===== config.mk =====
export PLATFORM = sky130hd
export DESIGN_NAME = stimulus_sequencer_flat
export DESIGN_NICKNAME = d
export VERILOG_FILES = /design/src/rtl/stimulus_sequencer_pkg.sv /design/src/rtl/stimulus_sequencer_if.sv /design/src/rtl/stimulus_sequencer_sat_counter.sv /design/src/rtl/stimulus_sequencer.sv /design/src/flat_wrapper.sv
export SDC_FILE = /design/constraint.sdc
export NUM_CORES = 1
export LEC_CHECK = 0
export CAP_MARGIN = 20
export CORE_MARGIN = 5
export CORE_UTILIZATION = 45
export CTS_CLUSTER_SIZE = 10
export DETAILED_ROUTE_END_ITERATION = 16
export PLACE_DENSITY = 0.7
export SLEW_MARGIN = 15
export SYNTH_ARGS = -nofsm -noshare
export SYNTH_HDL_FRONTEND = slang
export SYNTH_SLANG_ARGS = --single-unit

===== constraint.sdc =====
create_clock -name clock -period 3.7 [get_ports clock]
set_input_delay 0.74 -clock clock [delete_from_list [all_inputs] [get_ports clock]]
set_output_delay 0.74 -clock clock [all_outputs]
set_load 0.005 [all_outputs]

===== src/rtl/stimulus_sequencer_pkg.sv =====
// Shared types and default parameters for the stimulus sequencer.
package seq_pkg;

    typedef enum logic [1:0] {
        IDLE  = 2'd0,
        RESET = 2'd1,
        RUN   = 2'd2,
        DONE  = 2'd3
    } seq_state_e;

    localparam int DEF_PAT_W      = 16;
    localparam int DEF_CNT_W      = 8;
    localparam int DEF_RST_CYCLES = 2;

    // Length field must hold PAT_W itself, hence one bit more than the index.
    function automatic int len_w(input int pat_w);
        return $clog2(pat_w) + 1;
    endfunction

endpackage


===== src/rtl/stimulus_sequencer_if.sv =====
// Host-side configuration/control/status bundle of the stimulus sequencer.
interface stimulus_sequencer_if
    import seq_pkg::*;
#(
    parameter int PAT_W = DEF_PAT_W,
    parameter int CNT_W = DEF_CNT_W
) ();
    localparam int LEN_W = len_w(PAT_W);

    logic             cfg_we;
    logic [PAT_W-1:0] cfg_pattern;
    logic [LEN_W-1:0] cfg_len;
    logic [CNT_W-1:0] cfg_repeat;
    logic             start;
    logic             busy;
    logic             done;
    logic [CNT_W-1:0] b_count;
    logic [CNT_W-1:0] c_count;

    modport master (
        output cfg_we, cfg_pattern, cfg_len, cfg_repeat, start,
        input  busy, done, b_count, c_count
    );

    modport slave (
        input  cfg_we, cfg_pattern, cfg_len, cfg_repeat, start,
        output busy, done, b_count, c_count
    );

endinterface


===== src/rtl/stimulus_sequencer_sat_counter.sv =====
// Saturating up-counter with synchronous clear, used for the b/c hit counts.
module sat_counter
    import seq_pkg::*;
#(
    parameter int CNT_W = DEF_CNT_W
) (
    input  logic             clock,
    input  logic             nReset,
    input  logic             clear,
    input  logic             inc,
    output logic [CNT_W-1:0] count
);

    logic [CNT_W-1:0] count_q;

    always_ff @(posedge clock) begin
        if (!nReset) begin
            count_q <= '0;
        end else if (clear) begin
            count_q <= '0;
        end else if (inc && (count_q != '1)) begin
            count_q <= count_q + CNT_W'(1);
        end
    end

    assign count = count_q;

endmodule


===== src/rtl/stimulus_sequencer.sv =====
// Sequences a serial datapath: reset window, then plays a programmed pattern
// for a programmed number of passes while counting b/c hits.
module stimulus_sequencer
    import seq_pkg::*;
#(
    parameter int PAT_W      = DEF_PAT_W,
    parameter int CNT_W      = DEF_CNT_W,
    parameter int RST_CYCLES = DEF_RST_CYCLES
) (
    input  logic                 clock,
    input  logic                 nReset,
    stimulus_sequencer_if.slave  host,
    output logic                 dut_a,
    output logic                 dut_nReset,
    input  logic                 dut_b,
    input  logic                 dut_c
);

    localparam int LEN_W = len_w(PAT_W);
    localparam int RC_W  = (RST_CYCLES > 1) ? $clog2(RST_CYCLES) : 1;

    seq_state_e       state_q, state_d;
    logic [PAT_W-1:0] pattern_q, pattern_d;
    logic [LEN_W-1:0] len_q, len_d;
    logic [CNT_W-1:0] repeat_q, repeat_d;
    logic [LEN_W-1:0] bit_idx_q, bit_idx_d;
    logic [CNT_W-1:0] pass_left_q, pass_left_d;
    logic [RC_W-1:0]  rst_cnt_q, rst_cnt_d;
    logic             dut_a_q, dut_a_d;
    logic             dut_nreset_q, dut_nreset_d;
    logic             clear_cnt;
    logic [PAT_W-1:0] pat_shift;

    always_comb begin
        state_d     = state_q;
        pattern_d   = pattern_q;
        len_d       = len_q;
        repeat_d    = repeat_q;
        bit_idx_d   = bit_idx_q;
        pass_left_d = pass_left_q;
        rst_cnt_d   = rst_cnt_q;
        clear_cnt   = 1'b0;

        unique case (state_q)
            IDLE: begin
                // A config write wins over a simultaneous start.
                if (host.cfg_we) begin
                    pattern_d = host.cfg_pattern;
                    repeat_d  = host.cfg_repeat;
                    if ((host.cfg_len == '0) || (host.cfg_len > LEN_W'(PAT_W))) begin
                        len_d = LEN_W'(PAT_W);
                    end else begin
                        len_d = host.cfg_len;
                    end
                end else if (host.start) begin
                    clear_cnt = 1'b1;
                    if (repeat_q == '0) begin
                        state_d = DONE;
                    end else begin
                        state_d     = RESET;
                        bit_idx_d   = '0;
                        pass_left_d = repeat_q;
                        rst_cnt_d   = RC_W'(RST_CYCLES - 1);
                    end
                end
            end
            RESET: begin
                if (rst_cnt_q == '0) begin
                    state_d = RUN;
                end else begin
                    rst_cnt_d = rst_cnt_q - RC_W'(1);
                end
            end
            RUN: begin
                if (bit_idx_q == (len_q - LEN_W'(1))) begin
                    if (pass_left_q == CNT_W'(1)) begin
                        state_d = DONE;
                    end else begin
                        bit_idx_d   = '0;
                        pass_left_d = pass_left_q - CNT_W'(1);
                    end
                end else begin
                    bit_idx_d = bit_idx_q + LEN_W'(1);
                end
            end
            DONE: begin
                state_d = IDLE;
            end
            default: begin
                state_d = IDLE;
            end
        endcase

        // Drives are registered, so they follow the next state and bit index.
        pat_shift    = pattern_q >> bit_idx_d;
        dut_a_d      = (state_d == RUN) & pat_shift[0];
        dut_nreset_d = (state_d != RESET);
    end

    always_ff @(posedge clock) begin
        if (!nReset) begin
            state_q      <= IDLE;
            pattern_q    <= '0;
            len_q        <= LEN_W'(1);
            repeat_q     <= CNT_W'(1);
            bit_idx_q    <= '0;
            pass_left_q  <= '0;
            rst_cnt_q    <= '0;
            dut_a_q      <= 1'b0;
            dut_nreset_q <= 1'b1;
        end else begin
            state_q      <= state_d;
            pattern_q    <= pattern_d;
            len_q        <= len_d;
            repeat_q     <= repeat_d;
            bit_idx_q    <= bit_idx_d;
            pass_left_q  <= pass_left_d;
            rst_cnt_q    <= rst_cnt_d;
            dut_a_q      <= dut_a_d;
            dut_nreset_q <= dut_nreset_d;
        end
    end

    sat_counter #(.CNT_W(CNT_W)) u_b_cnt (
        .clock  (clock),
        .nReset (nReset),
        .clear  (clear_cnt),
        .inc    ((state_q == RUN) & dut_b),
        .count  (host.b_count)
    );

    sat_counter #(.CNT_W(CNT_W)) u_c_cnt (
        .clock  (clock),
        .nReset (nReset),
        .clear  (clear_cnt),
        .inc    ((state_q == RUN) & dut_c),
        .count  (host.c_count)
    );

    assign host.busy  = (state_q == RESET) || (state_q == RUN);
    assign host.done  = (state_q == DONE);
    assign dut_a      = dut_a_q;
    assign dut_nReset = dut_nreset_q;

endmodule


===== src/flat_wrapper.sv =====
// flat-port wrapper written by rule: the top's interface ports become plain ports
module stimulus_sequencer_flat import seq_pkg::*;
#(
    parameter int PAT_W      = DEF_PAT_W,
    parameter int CNT_W      = DEF_CNT_W,
    parameter int RST_CYCLES = DEF_RST_CYCLES
)
  (clock, nReset, dut_a, dut_nReset, dut_b, dut_c, host_cfg_we, host_cfg_pattern, host_cfg_len, host_cfg_repeat, host_start, host_busy, host_done, host_b_count, host_c_count);
  stimulus_sequencer_if #(.PAT_W(PAT_W), .CNT_W(CNT_W)) host_i ();
  input  logic clock;
  input  logic nReset;
  output logic dut_a;
  output logic dut_nReset;
  input  logic dut_b;
  input  logic dut_c;
  input wire logic [$bits(host_i.cfg_we)-1:0] host_cfg_we;
  input wire logic [$bits(host_i.cfg_pattern)-1:0] host_cfg_pattern;
  input wire logic [$bits(host_i.cfg_len)-1:0] host_cfg_len;
  input wire logic [$bits(host_i.cfg_repeat)-1:0] host_cfg_repeat;
  input wire logic [$bits(host_i.start)-1:0] host_start;
  output wire logic [$bits(host_i.busy)-1:0] host_busy;
  output wire logic [$bits(host_i.done)-1:0] host_done;
  output wire logic [$bits(host_i.b_count)-1:0] host_b_count;
  output wire logic [$bits(host_i.c_count)-1:0] host_c_count;
  assign host_i.cfg_we = host_cfg_we;
  assign host_i.cfg_pattern = host_cfg_pattern;
  assign host_i.cfg_len = host_cfg_len;
  assign host_i.cfg_repeat = host_cfg_repeat;
  assign host_i.start = host_start;
  assign host_busy = host_i.busy;
  assign host_done = host_i.done;
  assign host_b_count = host_i.b_count;
  assign host_c_count = host_i.c_count;
  stimulus_sequencer #(.PAT_W(PAT_W), .CNT_W(CNT_W), .RST_CYCLES(RST_CYCLES)) u_core (.clock(clock), .nReset(nReset), .host(host_i), .dut_a(dut_a), .dut_nReset(dut_nReset), .dut_b(dut_b), .dut_c(dut_c));
endmodule

======== Yosys cells after proc, flatten, opt, wreduce, memory -nomap -nowiden ========
Index checks and enable logic that the tools add are counted.
operators by class
  add/sub/neg operators ................... 6
  multipliers ............................. 0
  div/mod/pow operators ................... 0
  $lt $le $gt $ge ......................... 1
  eq/ne operators ......................... 14
  shift operators ......................... 1
  mux-type cells .......................... 28
  bitwise gates (word level) .............. 4
  reduce and logical (&&, ||, !) cells .... 13
operators by type and width
  operator             number
  $mux 8               5
  $mux 5               6
  $add 8x1->8 const B  2
  $ne 8x8->1 const B   2
  $pmux 8 s2           1
  $shr 16x5->1         1
  $mux 2               6
  $pmux 5 s2           1
  $eq 8x1->1 const B   1
  $logic_not 8->1      1
  $ne 2x2->1 const B   4
  $pmux 2 s4           1
  $sub 8x1->8 const B  1
  $mux 1               7
  $eq 2x2->1 const B   3
  $reduce_and 6->1     1
  $add 5x1->5 const B  1
  $eq 5x5->1           1
  $gt 5x5->1 const B   1
  $logic_not 5->1      1
  $sub 5x1->5 const B  1
  $ne 2x1->1 const B   2
  $reduce_and 4->1     1
  $reduce_bool 2->1    2
  10 further kinds     14
storage, ports and cells
  register bits after elaboration ......... 63
  bits in latches ......................... 0
  RAM bits ................................ 0
  memory bits (read-only) ................. 0
  input bits .............................. 35
  logic and storage cells ................. 78
  memories kept ........................... 0

======== Depth between registers and ports, before layout ========
  depth in word-level cells ............... 7
  depth in mapped cells ................... 12
  depth with buffers taken out ............ 10

======== Modules after synthesis ========
From an unflattened synthesis, not the netlist that was laid out.
unflattened totals
  cells, all modules ...................... 412
  area total of the unflattened synthesis .. 3507.1 um^2
modules (own cells, without submodules)
  module              times used  cells each  area each (um^2)  seq. area each (um^2)
  stimulus_sequencer  1           320         2663.8            940.9
  sat_counter         2           46          421.7             160.2

======== Worst setup path before layout ========
Ideal clock, no wire load.
  path kind ............................... register to register
  start point ............................. reg u_core.len_q[0]
  end point ............................... reg u_core.dut_a_q, in the netlist u_core.dut_a
  arrival ................................. 2638 ps
  required time ........................... 3625 ps
  slack ................................... 987 ps
  stages on the path, launching flop included .. 12
  buffers on the path ..................... 1
  path through ............................ dfxtp_1 -> inv_1 -> ha_1 -> xor2_1 -> o211ai_2 -> a211o_1 -> buf_6 -> mux2i_4 -> a221oi_4 -> a2111oi_1 -> or4_1 -> o22ai_1
between the ends
  longest elaborated chain between the ends .. 6
  elaborated cells on any way between the ends .. 9
RTL lines
  element                                     RTL line                                            RTL
  from (decl)                                 stimulus_sequencer.sv:24                            logic [LEN_W-1:0] len_q, len_d;
  from (signal assigned)                      stimulus_sequencer.sv:114                           len_q <= len_d;
  $sub 5x1->5 (*)                             stimulus_sequencer.sv:75                            if (bit_idx_q == (len_q - LEN_W'(1))) begin
  $eq 5x5->1 (*)                              stimulus_sequencer.sv:75
  $mux 5 or $mux 2 (tied branches)            stimulus_sequencer.sv:75
  $pmux 5 s2 or $pmux 2 s4 (tied branches)    stimulus_sequencer.sv:44                            unique case (state_q)
  $shr 16x5->1 or $eq 2x2->1 (tied branches)  stimulus_sequencer.sv:95, stimulus_sequencer.sv:96
  $and 1x1->1 (*)                             stimulus_sequencer.sv:96                            dut_a_d = (state_d == RUN) & pat_shift[0];
  to (signal assigned)                        stimulus_sequencer.sv:119                           dut_a_q <= dut_a_d;
  to (decl)                                   stimulus_sequencer.sv:29                            logic dut_a_q, dut_a_d;
Mark *: on every way between the ends. The rest lies on a longest branch, timed or not.
A chain may end at the register's enable or synchronous reset.

======== Worst setup path in the final report ========
  start point ............................. in host_start
  end point ............................... reg u_core.dut_a_q, in the netlist u_core.dut_a
between the ends
  longest elaborated chain between the ends .. 5
  elaborated cells on any way between the ends .. 9
RTL lines
  element                                     RTL line                                            RTL
  from (decl)                                 flat_wrapper.sv:20                                  input wire logic [$bits(host_i.start)-1:0] host_start;
  $mux 5 or $mux 2 (tied branches)            stimulus_sequencer.sv:55                            end else if (host.start) begin
  $mux 5 or $mux 2 (tied branches)            stimulus_sequencer.sv:47                            if (host.cfg_we) begin
  $pmux 5 s2 or $pmux 2 s4 (tied branches)    stimulus_sequencer.sv:44
  $shr 16x5->1 or $eq 2x2->1 (tied branches)  stimulus_sequencer.sv:95, stimulus_sequencer.sv:96
  $and 1x1->1 (*)                             stimulus_sequencer.sv:96
Marked as above.

==> results.md <==
- Synth warnings: 0
- Most numerous cell in the Yosys netlist: nand2_1
- Site row count: 30
- CP Launch Type: primary input
- Post-Syn Instances: 377
- Chip width: 94.5 um
- Register area share after synthesis: 39.2%
- Layout cells sized above 1: 8.55%
- Status: finished, final reports clean
- Final setup violation count: 0
- Detailed Place HPWL: 5.33 mm
- Vias in the first global route: 2785
- Slew HR: 39.5%
- Post-synth top flop: dfxtp_1
- Switch Pwr: 730 uW
- Max Clk Rate: 0.308 GHz
- Pwr dens: 540 nW/um2
- Pre-CTS setup slack: 0.210 ns
- Drt first pass iters: 4
- Critical path peak fanout: 10
- Root Driver: clkbuf_8
- Post-CTS Resized: 0
- Largest net degree at the start of global routing: 35
- WP data required: 3.93 ns
- Layout Nets: 474
- Pleak: 0.00153 uW
- Port Buf Inserts: 54
- Vias post-DR: 2885
- Post-synth top area cell: dfxtp_1
- GRT Total Usage: 18.0%
- Tot Pwr: 2190 uW
- Clk_lat worst skew: 0.35 ns
- Combinational share of power: 30.6%
- Yosys top cell area share: 39.2%
- Total negative slack: 0 ns
- N_diodes: 0
- GRT overflow: 0
- First-pass GRT wire length: 12.7 mm
- Layout Utilization: 59.0%
- Core area: 6870 um2
- Top post-synthesis cells by count: 70 x nand2_1, 63 x dfxtp_1, 41 x a21oi_1, 24 x nor2_1, 15 x clkbuf_1
- Final Skew: 0.0103 ns
- Drt wl/cell: 14.3 um
- Peak VDD IR: 0.000225 V
- Vias per std cell: 5.45
- Post-detailed-route DRC marker count: 0
- Sequential share of power: 37.9%
- Tmin final: 3.25 ns
- DIE AREA: 8930 um2
- Synthesized Nets: 423
- P&R area growth vs syn: 26.1%
- Crit Path Class: in -> reg
- Cell internal pwr: 1460 uW
- Worst hold path type: reg -> reg
- Worst Setup End Kind: flop
- CTS Sinks: 63
- CTS tree: yes
- Endpoints failing hold: 0
- Ranking of synthesized cells by area: dfxtp_1 39%, nand2_1 8.2%, a21oi_1 6.4%
- #FFs+latches synth: 63
- Power share of the clock group: 31.5%
- Initial Utilization: 46.8%
- Async SR Flop Fraction: 0%
- IO Pins: 55
- Sw frac: 33.4%
- Antenna Nets Post-Route: 0
- Mean Syn Cell Area: 8.53 um2
- GP Congestion: 0.905
- Setup Fix Bufs, Post-CTS: 0
- Final WL: 7.56 mm
- 1st-iter DRT viols: 184
- Final worst setup slack: 0.453 ns
- Hold-fix buffers, CTS: 0
- Synth Cell Area: 3210 um2
- Cell variety after synth: 63
- Post-synth EDFFs: 0
- Worst-path clk slew: 0.07 ns
- Antenna violations before repair: 0
- Total CTS buffers: 9
- Slew @ Worst Pin: 0.906 ns
- Final worst-path cycle share: 87.8%
- Unrepaired setup endpoints after global routing: no
- Arr. time, crit path: 3.48 ns
- Clock Path Buffers: 2
- Die Span Y: 94.5 um
- Final slew viol count: 0
- Max-cap viol count: 0
- Clock H-tree levels: 3
## kinds of logic (layout without fill, tap and decap cells)
logic type	Yosys count	in the layout	share of synthesized area, %
DFF	63	63	39.2
and+or+nand+nor	160	160	24.9
buffers and inverters	28	84	3.62
AOI/OAI and AO/OA	94	94	21.5
xor gates and xnor gates	15	15	4.09
muxes	6	6	2.41
adders and majority gates	11	11	4.28
## per-stage QoR
step | cells | hold WS (ns) | area [um2]
floorplan | 377 | 0.432 | 3210
global placement | 513 | 0.443 | 3820
detailed placement | 513 | 0.453 | 3820
CTS | 529 | 0.463 | 4050
global route | 529 | 0.471 | 4050
finish | 529 | 0.462 | 4050
## final timing paths
check	startpoint	endpoint	slack [ns]	cells past startpoint
setup / recovery	host_start	u_core.dut_a	0.45	9
setup reg to reg	u_core.len_q[0]	u_core.dut_a	0.70	10
hold / removal	u_core.pattern_q[7]	u_core.pattern_q[7]	0.46	2
hold reg to reg	u_core.pattern_q[7]	u_core.pattern_q[7]	0.46	2
## critical path: stages
cell and delay (ns):
clkdlybuf4s50_1 0.44, nor2b_1 0.34, a21boi_1 0.35, mux2i_2 0.23, o21ai_2 0.37, nand2_1 0.23, a2111oi_0 0.50, or4_1 0.19
o22ai_1 0.08
## final cells by class
| cell class | count | area [um2] |
|---|---|---|
| Fill cell | 611 | 2820 |
| Sequential cell | 63 | 1260 |
| Inverter | 11 | 41.3 |
| Timing Repair Buffer | 57 | 563 |
| Tap cell | 96 | 120 |
| Multi-Input combinational cell | 286 | 1840 |
| Clock buffer | 11 | 151 |
| Clock inverter | 5 | 80.1 |
## power by group through the flow
| stage | logic, uW | registers, uW | clock network [uW] |
|---|---|---|---|
| after floorplan | 514 | 824 | 0 |
| after global placement | 652 | 844 | 0 |
| after detailed placement | 667 | 844 | 0 |
| after CTS | 673 | 829 | 704 |
| after global routing | 753 | 841 | 734 |
| final | 670 | 830 | 689 |
## metal layers
layer | share of wire [%] | GRT usage, % | vias to the layer above | wire (um)
met5 | 0 | 0 | - | 0
met4 | 4.0 | 11.9 | 0 | 306
met3 | 4.5 | 4.14 | 22 | 342
met2 | 45 | 27.4 | 70 | 3430
met1 | 46 | 22.8 | 1334 | 3480
li1 | - | - | 1459 | -
## sequential cells by signal, summed over array words and instances, names as in the netlist
signal / cells
u_core.rst_cnt_q: 1
u_core.dut_a: 1
u_core.u_c_cnt.count: 8
u_core.len_q: 5
u_core.pattern_q: 16
u_core.state_q: 2
u_core.dut_nReset: 1
u_core.bit_idx_q: 5
u_core.repeat_q: 8
u_core.pass_left_q: 8
u_core.u_b_cnt.count: 8
## placed cells by master, fill, tap and decap left out, types with 3 or more instances in the layout
cell,instances
nand3b_1,5
nand3_1,6
and3_1,14
or4_1,3
nor2b_1,5
inv_1,10
nand4_1,7
o21ai_0,9
ha_1,11
clkdlybuf4s50_1,54
xor2_1,10
buf_4,3
and2_1,6
clkbuf_8,11
a21oi_1,41
a211o_1,3
dfxtp_1,63
a2111oi_0,7
nand2_1,70
o221a_2,4
nor4_1,3
mux2i_1,3
xnor2_1,5
nor2_1,24
or3_1,6
Note: power is estimated with default switching activity, not from simulation.
